File: src/rtl/pito_mem_reader_pkg.sv
// pito_mem_reader_pkg: shared widths, memory word types and reader FSM states
package pito_mem_reader_pkg;
  localparam int PITO_ADDR_W = 12;
  localparam int PITO_DATA_W = 32;
  typedef logic [PITO_ADDR_W-1:0] rv32_dmem_addr_t;
  typedef logic [PITO_DATA_W-1:0] rv32_data_t;
  typedef enum logic [1:0] {IDLE, ISSUE, DRAIN} pito_mem_reader_state_e;
endpackage

File: src/rtl/pito_sync_fifo.sv
// pito_sync_fifo: synchronous FIFO with occupancy count and head read straight from storage
module pito_sync_fifo #(
  parameter int W = 8,
  parameter int DEPTH = 4,
  localparam int AW = $clog2(DEPTH),
  localparam int CW = AW + 1
) (
  input  logic          i_clk,
  input  logic          i_rst,
  input  logic          i_push,
  input  logic [W-1:0]  i_data,
  input  logic          i_pop,
  output logic [W-1:0]  o_data,
  output logic          o_valid,
  output logic [CW-1:0] o_count
);
  logic [W-1:0] r_mem [DEPTH];
  logic [AW-1:0] r_wp, r_rp;
  logic [CW-1:0] r_cnt;
  logic w_push, w_pop;
  assign w_push = i_push && (r_cnt != CW'(DEPTH));
  assign w_pop = i_pop && o_valid;
  assign o_valid = r_cnt != '0;
  assign o_count = r_cnt;
  assign o_data = r_mem[r_rp];
  // storage, pointers and count; storage cleared so the head reads zero after reset
  always_ff @(posedge i_clk or posedge i_rst) begin
    if (i_rst) begin
      for (int i = 0; i < DEPTH; i++) r_mem[i] <= '0;
      r_wp <= '0;
      r_rp <= '0;
      r_cnt <= '0;
    end else begin
      if (w_push) begin
        r_mem[r_wp] <= i_data;
        r_wp <= r_wp + AW'(1);
      end
      if (w_pop) r_rp <= r_rp + AW'(1);
      r_cnt <= r_cnt + CW'(w_push) - CW'(w_pop);
    end
  end
endmodule

File: src/rtl/pito_mem_reader.sv
// pito_mem_reader: walks an inclusive BRAM word range and streams {addr, data, last} beats
module pito_mem_reader
  import pito_mem_reader_pkg::*;
#(
  parameter int ADDR_W = PITO_ADDR_W,
  parameter int DATA_W = PITO_DATA_W,
  parameter int FIFO_DEPTH = 4
) (
  input  logic              i_clk,
  input  logic              i_rst,
  input  logic              i_start,
  input  logic [ADDR_W-1:0] i_addr_from,
  input  logic [ADDR_W-1:0] i_addr_to,
  output logic              o_busy,
  output logic              o_done,
  output logic              o_err,
  output logic              o_mem_rd_en,
  output logic [ADDR_W-1:0] o_mem_addr,
  input  logic [DATA_W-1:0] i_mem_rdata,
  output logic              o_m_valid,
  input  logic              i_m_ready,
  output logic [ADDR_W-1:0] o_m_addr,
  output logic [DATA_W-1:0] o_m_data,
  output logic              o_m_last
);
  localparam int CW = $clog2(FIFO_DEPTH) + 1;
  localparam int BW = ADDR_W + DATA_W + 1;
  pito_mem_reader_state_e r_state, w_next;
  logic [ADDR_W-1:0] r_ptr, r_to, r_inf_addr;
  logic r_inflight, r_done, r_err;
  logic w_pop, w_drained;
  logic [CW-1:0] w_count;
  logic [BW-1:0] w_head;
  assign o_busy = r_state != IDLE;
  assign o_done = r_done;
  assign o_err = r_err;
  assign o_mem_addr = r_ptr;
  assign w_pop = o_m_valid && i_m_ready;
  assign w_drained = r_state == DRAIN && !r_inflight && !r_done && w_count == CW'(w_pop);
  assign {o_m_addr, o_m_data, o_m_last} = w_head;
  // state register
  always_ff @(posedge i_clk or posedge i_rst) begin
    if (i_rst) r_state <= IDLE;
    else r_state <= w_next;
  end
  // next state and read strobe; a read is issued only if its data is guaranteed a FIFO slot
  always_comb begin
    w_next = r_state;
    o_mem_rd_en = 1'b0;
    case (r_state)
      IDLE: w_next = (i_start && i_addr_to >= i_addr_from) ? ISSUE : IDLE;
      ISSUE: begin
        o_mem_rd_en = (w_count + CW'(r_inflight)) < CW'(FIFO_DEPTH);
        w_next = (o_mem_rd_en && r_ptr == r_to) ? DRAIN : ISSUE;
      end
      DRAIN: w_next = r_done ? IDLE : DRAIN;
      default: w_next = IDLE;
    endcase
  end
  // range latch, read pointer (never stepped past addr_to), inflight tag and status pulses
  always_ff @(posedge i_clk or posedge i_rst) begin
    if (i_rst) begin
      r_ptr <= '0;
      r_to <= '0;
      r_inf_addr <= '0;
      r_inflight <= 1'b0;
      r_done <= 1'b0;
      r_err <= 1'b0;
    end else begin
      r_err <= r_state == IDLE && i_start && i_addr_to < i_addr_from;
      r_done <= w_drained;
      r_inflight <= o_mem_rd_en;
      if (o_mem_rd_en) r_inf_addr <= r_ptr;
      if (r_state == IDLE && w_next == ISSUE) begin
        r_ptr <= i_addr_from;
        r_to <= i_addr_to;
      end else if (o_mem_rd_en && r_ptr != r_to) begin
        r_ptr <= r_ptr + ADDR_W'(1);
      end
    end
  end
  pito_sync_fifo #(.W(BW), .DEPTH(FIFO_DEPTH)) u_fifo (
    .i_clk   (i_clk),
    .i_rst   (i_rst),
    .i_push  (r_inflight),
    .i_data  ({r_inf_addr, i_mem_rdata, r_inf_addr == r_to}),
    .i_pop   (i_m_ready),
    .o_data  (w_head),
    .o_valid (o_m_valid),
    .o_count (w_count)
  );
endmodule
File: config.mk
export PLATFORM = sky130hd
export DESIGN_NAME = pito_mem_reader
export DESIGN_NICKNAME = d
export VERILOG_FILES = /design/src/rtl/pito_mem_reader_pkg.sv /design/src/rtl/pito_sync_fifo.sv /design/src/rtl/pito_mem_reader.sv
export SDC_FILE = /design/constraint.sdc
export NUM_CORES = 1
export LEC_CHECK = 0
export BUFFER_PORTS_ARGS = -buffer_cell sky130_fd_sc_hd__clkbuf_2
export CAP_MARGIN = 40
export CORE_MARGIN = 5
export CORE_UTILIZATION = 50
export DETAILED_ROUTE_END_ITERATION = 10
export GPL_ROUTABILITY_DRIVEN = 1
export HOLD_SLACK_MARGIN = 0.03
export PLACE_DENSITY = 0.82
export SYNTH_ARGS = -nofsm -noshare
export SYNTH_HDL_FRONTEND = slang
export SYNTH_HIERARCHICAL = 1
export SYNTH_SLANG_ARGS = --single-unit
File: constraint.sdc
create_clock -name i_clk -period 5.96 [get_ports i_clk]
set_input_delay 0.298 -clock i_clk [delete_from_list [all_inputs] [get_ports i_clk]]
set_output_delay 0.298 -clock i_clk [all_outputs]
set_load 0.01 [all_outputs]
==> summary.md, run 1 <==
| Metric | Value |
|---|---|
| Worst slew margin | 0.5247 |
| PostCTS Resize Cnt | 0 |
| Worst setup EP type | output port |
| Setup ws final | 3.054 ns |
| CP Data Arrival Time | 2.61 ns |
| Core Area | 22640 µm² |
| Clk sink count | 228 |
| Cell count of the worst reg-to-reg path | 7 |
| Synthesis-stage register bit count | 228 |
| Avg Inst Size Synth | 15.71 µm² |
| Number of synthesized flops with an enable pin | 0 |
| Syn. warnings | 6 |
| Root Buffer Master | clkbuf_16 |
| Fin util | 0.5834 |
| Nets | 952 |
| Vias in the first global route | 7161 |
| Reg2reg end | o_mem_addr[8]$_DFFE_PP0P_ |
| Worst-Margin Slew | 0.7130 ns |
| Starting DRC count in detailed routing | 347 |
| Die area | 26070 µm² |
| Max-cap violations | 0 |
| Vert. Die Dim | 161.5 µm |
| CTS tree | yes |
| Min-delay src | i_addr_to[6] |
| Clk pin slew, worst setup/hold paths | 0.06 ns |
| Setup TNS | 0 ns |
| Die width | 161.5 µm |
| CP required | 5.66 ns |
| Final Max Tran Viols | 0 |
| Status | finished, final reports clean |
| Most numerous cell in the Yosys netlist | dfrtp_1 |
| Storage element area | 5708 µm² |
| Met2 Use GR | 0.2891 |
| Post-Syn Instances | 730 |
| Routed via count | 6517 |
| WL final | 23.49 mm |
| GR Layer Usage met3 | 0.03419 |
| Initial antenna violation count | 0 |
| Ranking of synthesized cells by area | dfrtp_1 (50%), mux2_4 (21%), mux4_2 (8.8%) |
| Clock Path Buffers | 3 |
| Type of the worst min-delay path | in -> reg |
| Detail-routed via count per cell | 5.537 |
| Most frequent cells after synthesis | dfrtp_1 (228), mux2_4 (160), nand2_1 (51) |
| Period utilization | 0.4876 |
| Area growth, synth to finish | 15.18% |
| CP startpoint | u_fifo/r_rp[0]$_DFFE_PP0P_ |
| Largest area contributor in the netlist | dfrtp_1 |
| Grt met1 use | 0.2551 |
| PortBufs | 121 |
| Mapped Area | 11470 µm² |
| Post-synthesis sequential area ratio | 0.4975 |
| Share of layout cells above drive strength 1 | 0.4854 |
| CP Max Fanout | 27 |
| Total track usage | 0.1802 |
| Pre-CTS setup slack | 3.529 ns |
| Fill cells | 1708 |
| Primary FF master, synth | dfrtp_1 |
| Final Non-Filler Cells | 1177 |
| P per Cell Area | 596.9 nW/µm² |
| F_max | 344.1 MHz |
| Syn Nets | 810 |
| Hold Vio Cnt, Final | 0 |
| RePlAce Congestion | 0.7722 |
| Gr ovfl total | 0 |
| Post-detail-place hpwl | 15.18 mm |
| Area share of the largest cell type after synthesis | 0.4975 |
| Area used by multi-input combinational logic | 5176 µm² |
| GRT busiest layer | met2 |
| Cell count of the worst hold path | 2 |
| Largest net degree at the start of global routing | 82 |
| Post-CTS Setup Inserts | 0 |
| # DRC | 0 |
| Post-synth cell types | 48 |
| Wire per inst | 19.96 µm |
| Setup repair after global routing missed its margin | false |
| Post-route ant nets | 0 |
| LEAKAGE | 0.006096 µW |
| Worst Setup Start Kind | flip-flop |
| Clk_lat worst skew | 0.52 ns |
| Final period demand of the worst path | 2.906 ns |
| Num CTS Buffers | 26 |
| Ant diodes | 0 |
| DRT Pass-1 Iters | 4 |
| Crit Path Category | reg -> out |
| Origin of the critical flop-to-flop path | u_fifo/o_count[1]$_DFF_PP0_ |
| Clock skew | 0.01003 ns |
| CTS Hold Bufs | 20 |
| WHS Endpoint | r_to[6]$_DFFE_PP0P_ |
| First-pass GRT wire length | 38.39 mm |
| Std-Cell Rows | 55 |
| R2r setup slk | 3.51 ns |
| Ports | 122 |
| Post-synthesis async set-or-reset flop share | 1.000 |
| H-tree depth | 1 |
| Placed cells | 1109 |
| VDD IR max | 283.0 µV |
| Final setup viols | 0 |
| Initial Util | 0.5065 |
[stage by stage]
stage	hold slack (ns)	total power, µW	cell area [µm²]
2_1_floorplan	0.4148	5490	11470
3_3_place_gp	0.4856	6130	11990
3_5_place_dp	0.4892	6270	12110
4_1_cts	0.03098	7975	13210
5_1_grt	0.03191	8347	13210
6_report	0.05463	7884	13210
[report_power, final]
| group | switching [µW] | total (µW) | leakage, µW | internal, µW |
|---|---|---|---|---|
| Combinational | 1310 | 3330 | 0.00285 | 2020 |
| Sequential | 643 | 2930 | 0.00280 | 2290 |
| Clock | 634 | 1630 | 0.000447 | 996 |
| Total | 2590 | 7880 | 0.00610 | 5300 |
[critical path, cell delays in order, from the launching register on]
cell and delay (ns):
dfrtp_2 0.74, buf_4 0.58, mux4_2 0.60, clkbuf_2 0.16
[placed cells by master (no fill, tap or decap), types with 5 or more instances in the layout]
cell           count
mux2_4           160
mux4_2            45
ha_1              19
nand2b_1           5
nor2b_1            5
buf_4              6
nand4_1            9
a21oi_1            9
dfrtp_1          226
nor2_1             6
a221o_1            5
clkbuf_2         121
mux2_2            33
nand2_1           51
clkbuf_16         27
o21ai_0           12
xnor2_1           31
clkinv_2           9
nand3_1            5
inv_1             23
dlygate4sd3_1     20
[logic make-up after synthesis]
| kind of cell | after synthesis | synth area share |
|---|---|---|
| compound gates | 41 | 0.02433 |
| xor+xnor | 33 | 0.02520 |
| fa+ha+maj | 20 | 0.02247 |
| buf+inv | 63 | 0.05117 |
| flops | 228 | 0.4975 |
| mux | 238 | 0.3302 |
| simple gates | 107 | 0.04909 |
[layout make-up]
type,count,share of cell area
clock buffer,30,0.05428
clock inverter,18,0.01411
multi-input combinational,439,0.3919
sequential,228,0.4321
timing repair buffer,152,0.07313
tap,285,0.02700
inverter,25,0.007483
[state kept, by name (all words and copies together), names as in the netlist]
register	count
r_inf_addr	12
u_fifo/r_rp	2
u_fifo/o_count	3
u_fifo/r_mem	180
r_to	12
o_err	1
r_state	2
r_inflight	1
o_done	1
u_fifo/r_wp	2
o_mem_addr	12
[worst max-delay path by stage]
stage | end | depth (start not counted)
floorplan | u_fifo/o_count[0]$_DFF_PP0_ | 1
global placement | o_m_addr[4] | 3
detailed placement | o_m_data[29] | 3
CTS | o_m_data[20] | 3
global route | o_m_data[29] | 3
finish | o_m_data[29] | 3
[metal layers]
layer  part of all wire  vias up
met5                  0        -
met4              0.017        0
met3              0.055       34
met2               0.47      173
met1               0.46     3368
li1                   -     2942
No activity file was read; power rests on OpenSTA's default activity.
==> inputs of run 2 (changes only) <==
--- a/config.mk
+++ b/config.mk
@@ -12,7 +12,7 @@
 export DETAILED_ROUTE_END_ITERATION = 10
 export GPL_ROUTABILITY_DRIVEN = 1
 export HOLD_SLACK_MARGIN = 0.03
-export PLACE_DENSITY = 0.82
+export PLACE_DENSITY = 0.84
 export SYNTH_ARGS = -nofsm -noshare
 export SYNTH_HDL_FRONTEND = slang
 export SYNTH_HIERARCHICAL = 1
==> constraint.sdc (replaced) <==
create_clock -name i_clk -period 2.5 [get_ports i_clk]
set_input_delay 0.125 -clock i_clk [delete_from_list [all_inputs] [get_ports i_clk]]
set_output_delay 0.125 -clock i_clk [all_outputs]
set_load 0.01 [all_outputs]
==> summary.md, run 2 (synthesized netlist as in run 1, its figures left out) <==
| Metric | Value |
|---|---|
| WL final | 23.87 mm (was 23.49 mm) |
| CTS tree | yes (unchanged) |
| Top Family by Delay on Critical Path | buffers and inverters (was flip-flops) |
| Setup ws final | 0.2035 ns (was 3.054 ns) |
| Num CTS Buffers | 25 (was 26) |
| Clock Path Buffers | 3 (unchanged) |
| Die area | 26070 µm² (unchanged) |
| Worst Setup Start Kind | flip-flop (unchanged) |
| Pre-CTS setup slack | 0.2085 ns (was 3.529 ns) |
| CP Data Arrival Time | 2.17 ns (was 2.61 ns) |
| Total track usage | 0.1854 (was 0.1802) |
| Die width | 161.5 µm (unchanged) |
| CP cell instances | buf_4, nand3_1, xor2_1, nand2_1, inv_1, buf_4, clkbuf_2 (was buf_4, mux4_2, clkbuf_2) |
| Largest net degree at the start of global routing | 137 (was 82) |
| Power, Total | 18530 µW (was 7884 µW) |
| H-tree depth | 1 (unchanged) |
| Post-route ant nets | 0 (unchanged) |
| Clock skew | 0.02143 ns (was 0.01003 ns) |
| Leading cell type in the layout, fill and taps excluded | dfrtp_1 (unchanged) |
| First-pass GRT wire length | 39.69 mm (was 38.39 mm) |
| DRT Pass-1 Iters | 4 (unchanged) |
| Std-Cell Rows | 55 (unchanged) |
| RePlAce Congestion | 0.8108 (was 0.7722) |
| Area growth, synth to finish | 18.23% (was 15.18%) |
| Slowest cell delay on critical path | 0.38 ns (was 0.74 ns) |
| PortBufs | 121 (unchanged) |
| Critical-path top delay cell | dfrtp_1 (was dfrtp_2) |
| Most used cell, CP | buf_4 |
| Gr ovfl total | 0 (unchanged) |
| Clk_lat worst skew | 0.52 ns (about the same) |
| # DRC | 0 (unchanged) |
| Initial antenna violation count | 0 (unchanged) |
| Ant diodes | 0 (unchanged) |
| Setup repair after global routing missed its margin | false (unchanged) |
| Hold Vio Cnt, Final | 0 (unchanged) |
| Share of layout cells above drive strength 1 | 0.4626 (was 0.4854) |
| Root Buffer Master | clkbuf_16 (unchanged) |
| Most frequent cells in the layout | dfrtp_1 (226), mux2_4 (160), clkbuf_2 (121), dlygate4sd3_1 (59), nand2_1 (51) (was dfrtp_1 (226), mux2_4 (160), clkbuf_2 (121), nand2_1 (51), mux4_2 (45)) |
| Worst-Margin Slew | 0.7216 ns (was 0.7130 ns) |
| Post-detail-place hpwl | 15.16 mm (was 15.18 mm) |
| Final Max Tran Viols | 0 (unchanged) |
| Status | finished, final reports clean (unchanged) |
| Period utilization | 0.9186 |
| CP required | 2.38 ns (was 5.66 ns) |
| Wire per inst | 19.55 µm (was 19.96 µm) |
| Fill cells | 1651 (was 1708) |
| Placed Area | 12200 µm² (was 12110 µm²) |
| Ports | 122 (unchanged) |
| CP Max Fanout | 13 (was 27) |
| Final setup viols | 0 (unchanged) |
| Crit Path Category | reg -> out (unchanged) |
| Initial Util | 0.5065 (unchanged) |
| Detail-routed via count per cell | 5.413 (was 5.537) |
| Max reg flops | 180 (unchanged) |
| Post-route cell area | 13560 µm² (was 13210 µm²) |
| Worst slew margin | 0.5189 (was 0.5247) |
| VDD IR max | 532.4 µV (was 283.0 µV) |
| LEAKAGE | 0.006252 µW (was 0.006096 µW) |
| Type of the worst min-delay path | in -> async (was in -> reg) |
| Clk sink count | 228 (unchanged) |
| P per Cell Area | 1367 nW/µm² (was 596.9 nW/µm²) |
| Nets | 999 (was 952) |
| Vert. Die Dim | 161.5 µm (unchanged) |
| Clk pin slew, worst setup/hold paths | 0.06 ns (about the same) |
| F_max | 435.4 MHz |
| Routed via count | 6609 (was 6517) |
| Starting DRC count in detailed routing | 371 (was 347) |
| Max-cap violations | 0 (unchanged) |
| Buf+Inv Stages, Crit Path | 4 (was 2) |
| Worst setup EP type | output port (unchanged) |
| Final period demand of the worst path | 2.296 ns |
| Most flop-heavy register | u_fifo/r_mem (unchanged) |
| Vias in the first global route | 7362 (was 7161) |
| Core Area | 22640 µm² (unchanged) |
run 2: changes by cell type in the layout (fill, tap and decap cells not counted), sizes merged:
cell / before / now
buf: 11 / 20
bufinv: 3 / 0
clkinvlp: 3 / 1
dlygate4sd3: 20 / 59
clkinv: 12 / 9
clkbuf: 151 / 155
run 2: tightest hold or removal path, cell delays in order:
cell	delay, ns
dlygate4sd3_1	0.53
clkbuf_2	0.15
inv_1	0.38
run 2: per-stage QoR:
step,util,cells,setup TNS (ns),hold WS [ns]
after floorplan,-,730,-5.890,0.2418
after global placement,0.5377,1117,0,0.2107
after detailed placement,0.5389,1118,0,0.2164
after CTS,0.5988,1221,0,0.2206
after global routing,0.5989,1221,0,0.2658
final,0.5989,1221,0,0.2390
run 2: per-layer routing:
layer / track usage / up-vias / routed length (µm)
met5: 0 / - / 0
li1: - / 3006 / -
met3: 0.03343 / 35 / 1213
met4: 0.04420 / 0 / 429
met2: 0.3028 / 170 / 11350
met1: 0.2605 / 3398 / 10880
run 2: worst paths after layout:
kind | from | endpoint | slack (ns) | depth (start not counted)
hold / removal | i_rst | r_inf_addr[11]$_DFFE_PP0P_ | 0.24 | 3
min in group i_clk | i_addr_from[4] | o_mem_addr[4]$_DFFE_PP0P_ | 0.39 | 4
max in group asynchronous | i_rst | r_inf_addr[6]$_DFFE_PP0P_ | 1.50 | 4
setup reg to reg | u_fifo/o_count[2]$_DFF_PP0_ | u_fifo/o_count[2]$_DFF_PP0_ | 0.21 | 9
setup / recovery | u_fifo/o_count[1]$_DFF_PP0_ | o_mem_rd_en | 0.20 | 7
hold reg to reg | u_fifo/r_mem[90]$_DFFE_PP0P_ | u_fifo/r_mem[90]$_DFFE_PP0P_ | 0.50 | 1
run 2: layout make-up:
type | count | area [µm²] | area share
sequential | 228 | 5710 | 0.4211
tap | 285 | 356.6 | 0.02630
multi-input combinational | 439 | 5176 | 0.3817
timing repair buffer | 200 | 1454 | 0.1072
inverter | 25 | 97.59 | 0.007198
clock inverter | 10 | 65.06 | 0.004798
clock buffer | 34 | 699.4 | 0.05158
run 2: power by group:
part	leakage (µW)	switching [µW]	internal (µW)
logic	0.00307	3280	4990
registers	0.00280	1440	5450
clock network	0.000385	1420	1960
total	0.00625	6130	12400
run 2: timing repair:
item / CTS / global route
endpoints found under the setup margin: 0 / 8
endpoints found under the hold margin: 355 / 0
setup buffers: 0 / 0
gates resized for setup: 0 / 1
hold buffers: 59 / 0
==> inputs of run 3 (changes only) <==
--- a/config.mk
+++ b/config.mk
@@ -7,12 +7,13 @@
 export LEC_CHECK = 0
 export BUFFER_PORTS_ARGS = -buffer_cell sky130_fd_sc_hd__clkbuf_2
 export CAP_MARGIN = 40
+export CORE_ASPECT_RATIO = 0.8
 export CORE_MARGIN = 5
 export CORE_UTILIZATION = 50
 export DETAILED_ROUTE_END_ITERATION = 10
 export GPL_ROUTABILITY_DRIVEN = 1
 export HOLD_SLACK_MARGIN = 0.03
-export PLACE_DENSITY = 0.84
+export PLACE_DENSITY = 0.79
 export SYNTH_ARGS = -nofsm -noshare
 export SYNTH_HDL_FRONTEND = slang
 export SYNTH_HIERARCHICAL = 1
==> summary.md, run 3 (synthesized netlist as in run 1, its figures left out) <==
| Metric | Value |
|---|---|
| Leading cell type in the layout, fill and taps excluded | dfrtp_1 (unchanged) |
| Post-detail-place hpwl | 15.71 mm (was 15.16 mm) |
| Slowest cell delay on critical path | 0.63 ns (was 0.38 ns) |
| Critical-path top delay cell | dfrtp_2 (was dfrtp_1) |
| Top Family by Delay on Critical Path | flip-flops (was buffers and inverters) |
| Status | finished, final reports clean (unchanged) |
| Starting DRC count in detailed routing | 275 (was 371) |
| Clock skew | 0.008541 ns (was 0.02143 ns) |
| Final setup viols | 0 (unchanged) |
| Cell count of the worst reg-to-reg path | 9 (unchanged) |
| Largest net degree at the start of global routing | 94 (was 137) |
| Most frequent cells in the layout | dfrtp_1 (226), mux2_4 (160), clkbuf_2 (121), dlygate4sd3_1 (59), nand2_1 (51) (unchanged) |
| Clk_lat worst skew | 0.50 ns (was 0.52 ns) |
| Setup TNS | 0 ns (unchanged) |
| # DRC | 0 (unchanged) |
| Setup repair after global routing missed its margin | false (unchanged) |
| Post-route ant nets | 0 (unchanged) |
| Nets | 1005 (was 999) |
| Gr ovfl total | 0 (unchanged) |
| Num CTS Buffers | 23 (was 25) |
| Hold Vio Cnt, Final | 0 (unchanged) |
| Vert. Die Dim | 145.5 µm (was 161.5 µm) |
| Worst slew margin | 0.6080 (was 0.5189) |
| Vias in the first global route | 7167 (was 7362) |
| Share of layout cells above drive strength 1 | 0.4660 (was 0.4626) |
| Crit Path Category | reg -> out (unchanged) |
| P per Cell Area | 1372 nW/µm² (was 1367 nW/µm²) |
| Post-route cell area | 13630 µm² (was 13560 µm²) |
| Std-Cell Rows | 49 (was 55) |
| First-pass GRT wire length | 39.75 mm (was 39.69 mm) |
| Buf+Inv Stages, Crit Path | 2 (was 4) |
| CP Data Arrival Time | 2.22 ns (was 2.17 ns) |
| Ant diodes | 0 (unchanged) |
| CTS tree | yes (unchanged) |
| CTS Hold Bufs | 59 (unchanged) |
| Clk sink count | 228 (unchanged) |
| Initial antenna violation count | 0 (unchanged) |
| Max reg flops | 180 (unchanged) |
| PostCTS Resize Cnt | 0 (unchanged) |
| CP required | 2.38 ns (about the same) |
| RePlAce Congestion | 0.7952 (was 0.8108) |
| Root Buffer Master | clkbuf_16 (unchanged) |
| VDD IR max | 847.5 µV (was 532.4 µV) |
| Final period demand of the worst path | 2.343 ns (was 2.296 ns) |
| Die area | 26080 µm² (was 26070 µm²) |
| Fill cells | 1683 (was 1651) |
| Placed Area | 12280 µm² (was 12200 µm²) |
| Ports | 122 (unchanged) |
| Die width | 179.3 µm (was 161.5 µm) |
| Total track usage | 0.1875 (was 0.1854) |
| WL final | 24.75 mm (was 23.87 mm) |
| Max-cap violations | 0 (unchanged) |
| DRT Pass-1 Iters | 4 (unchanged) |
| Initial Util | 0.5097 (was 0.5065) |
| CP Max Fanout | 15 (was 13) |
| Wire per inst | 19.87 µm (was 19.55 µm) |
| Core Area | 22500 µm² (was 22640 µm²) |
| CP cell instances | buf_4, mux4_2, clkbuf_2 (was buf_4, nand3_1, xor2_1, nand2_1, inv_1, buf_4, clkbuf_2) |
| Clock Path Buffers | 3 (unchanged) |
| Most flop-heavy register | u_fifo/r_mem (unchanged) |
| Area growth, synth to finish | 18.86% (was 18.23%) |
| Final Max Tran Viols | 0 (unchanged) |
| Clk pin slew, worst setup/hold paths | 0.06 ns (about the same) |
| Routed via count | 6713 (was 6609) |
| PortBufs | 121 (unchanged) |
| Worst setup EP type | output port (unchanged) |
| H-tree depth | 1 (unchanged) |
| Worst Setup Start Kind | flip-flop (unchanged) |
| Worst-Margin Slew | 0.5881 ns (was 0.7216 ns) |
| Type of the worst min-delay path | in -> async (unchanged) |
| WP depth | 3 (was 7) |
| Detail-routed via count per cell | 5.388 (was 5.413) |
| Post-CTS Setup Inserts | 0 (unchanged) |
| LEAKAGE | 0.006279 µW (was 0.006252 µW) |
| Period utilization | 0.9372 (was 0.9186) |
| F_max | 426.8 MHz (was 435.4 MHz) |
run 3: final cells by class:
class / count / area, µm² / share of cell area
Sequential cell: 228 / 5708 / 0.4187
Multi-Input combinational cell: 439 / 5176 / 0.3797
Timing Repair Buffer: 208 / 1501 / 0.1101
Clock buffer: 30 / 631.9 / 0.04635
Tap cell: 306 / 382.9 / 0.02809
Clock inverter: 10 / 133.9 / 0.009821
Inverter: 25 / 97.59 / 0.007159
run 3: tightest hold or removal path, stage by stage:
cell,delay [ns]
dlygate4sd3_1,0.53
clkbuf_2,0.13
inv_1,0.22
run 3: routing by layer:
layer  GRT usage  wire length (µm)  vias up  part of all wire
li1            -                 -     3030                 -
met1      0.2851             11810     3494              0.48
met2      0.2879             11270      157              0.46
met3     0.03325              1277       32             0.052
met4     0.03274               397        0             0.016
met5           0                 0        -                 0
run 3: power by group:
part	switching (µW)	internal, µW
clock network	1410	2090
registers	1430	5450
logic	3330	4990
run 3: metrics by stage:
step	util	total power (µW)	instances	worst slack, ns	hold slack, ns
floorplan	-	13090	730	-0.03150	0.2418
global placement	0.5443	14900	1146	0.2832	0.08594
detailed placement	0.5456	15150	1147	0.2075	0.07381
CTS	0.6059	18850	1246	0.1121	0.09155
global route	0.6059	19750	1246	0.03315	0.1264
finish	0.6059	18700	1246	0.1571	0.1181
run 3: path summary, 6_finish.rpt:
path	from	to	slack, ns
setup / recovery	u_fifo/r_rp[0]$_DFFE_PP0P_	o_m_data[19]	0.16
hold / removal	i_rst	o_done$_DFF_PP0_	0.12
setup reg to reg	u_fifo/o_count[2]$_DFF_PP0_	u_fifo/o_count[2]$_DFF_PP0_	0.20
hold reg to reg	u_fifo/r_mem[130]$_DFFE_PP0P_	u_fifo/r_mem[130]$_DFFE_PP0P_	0.50
max in group asynchronous	i_rst	u_fifo/r_mem[153]$_DFFE_PP0P_	1.53
min in group i_clk	i_addr_from[4]	o_mem_addr[4]$_DFFE_PP0P_	0.41
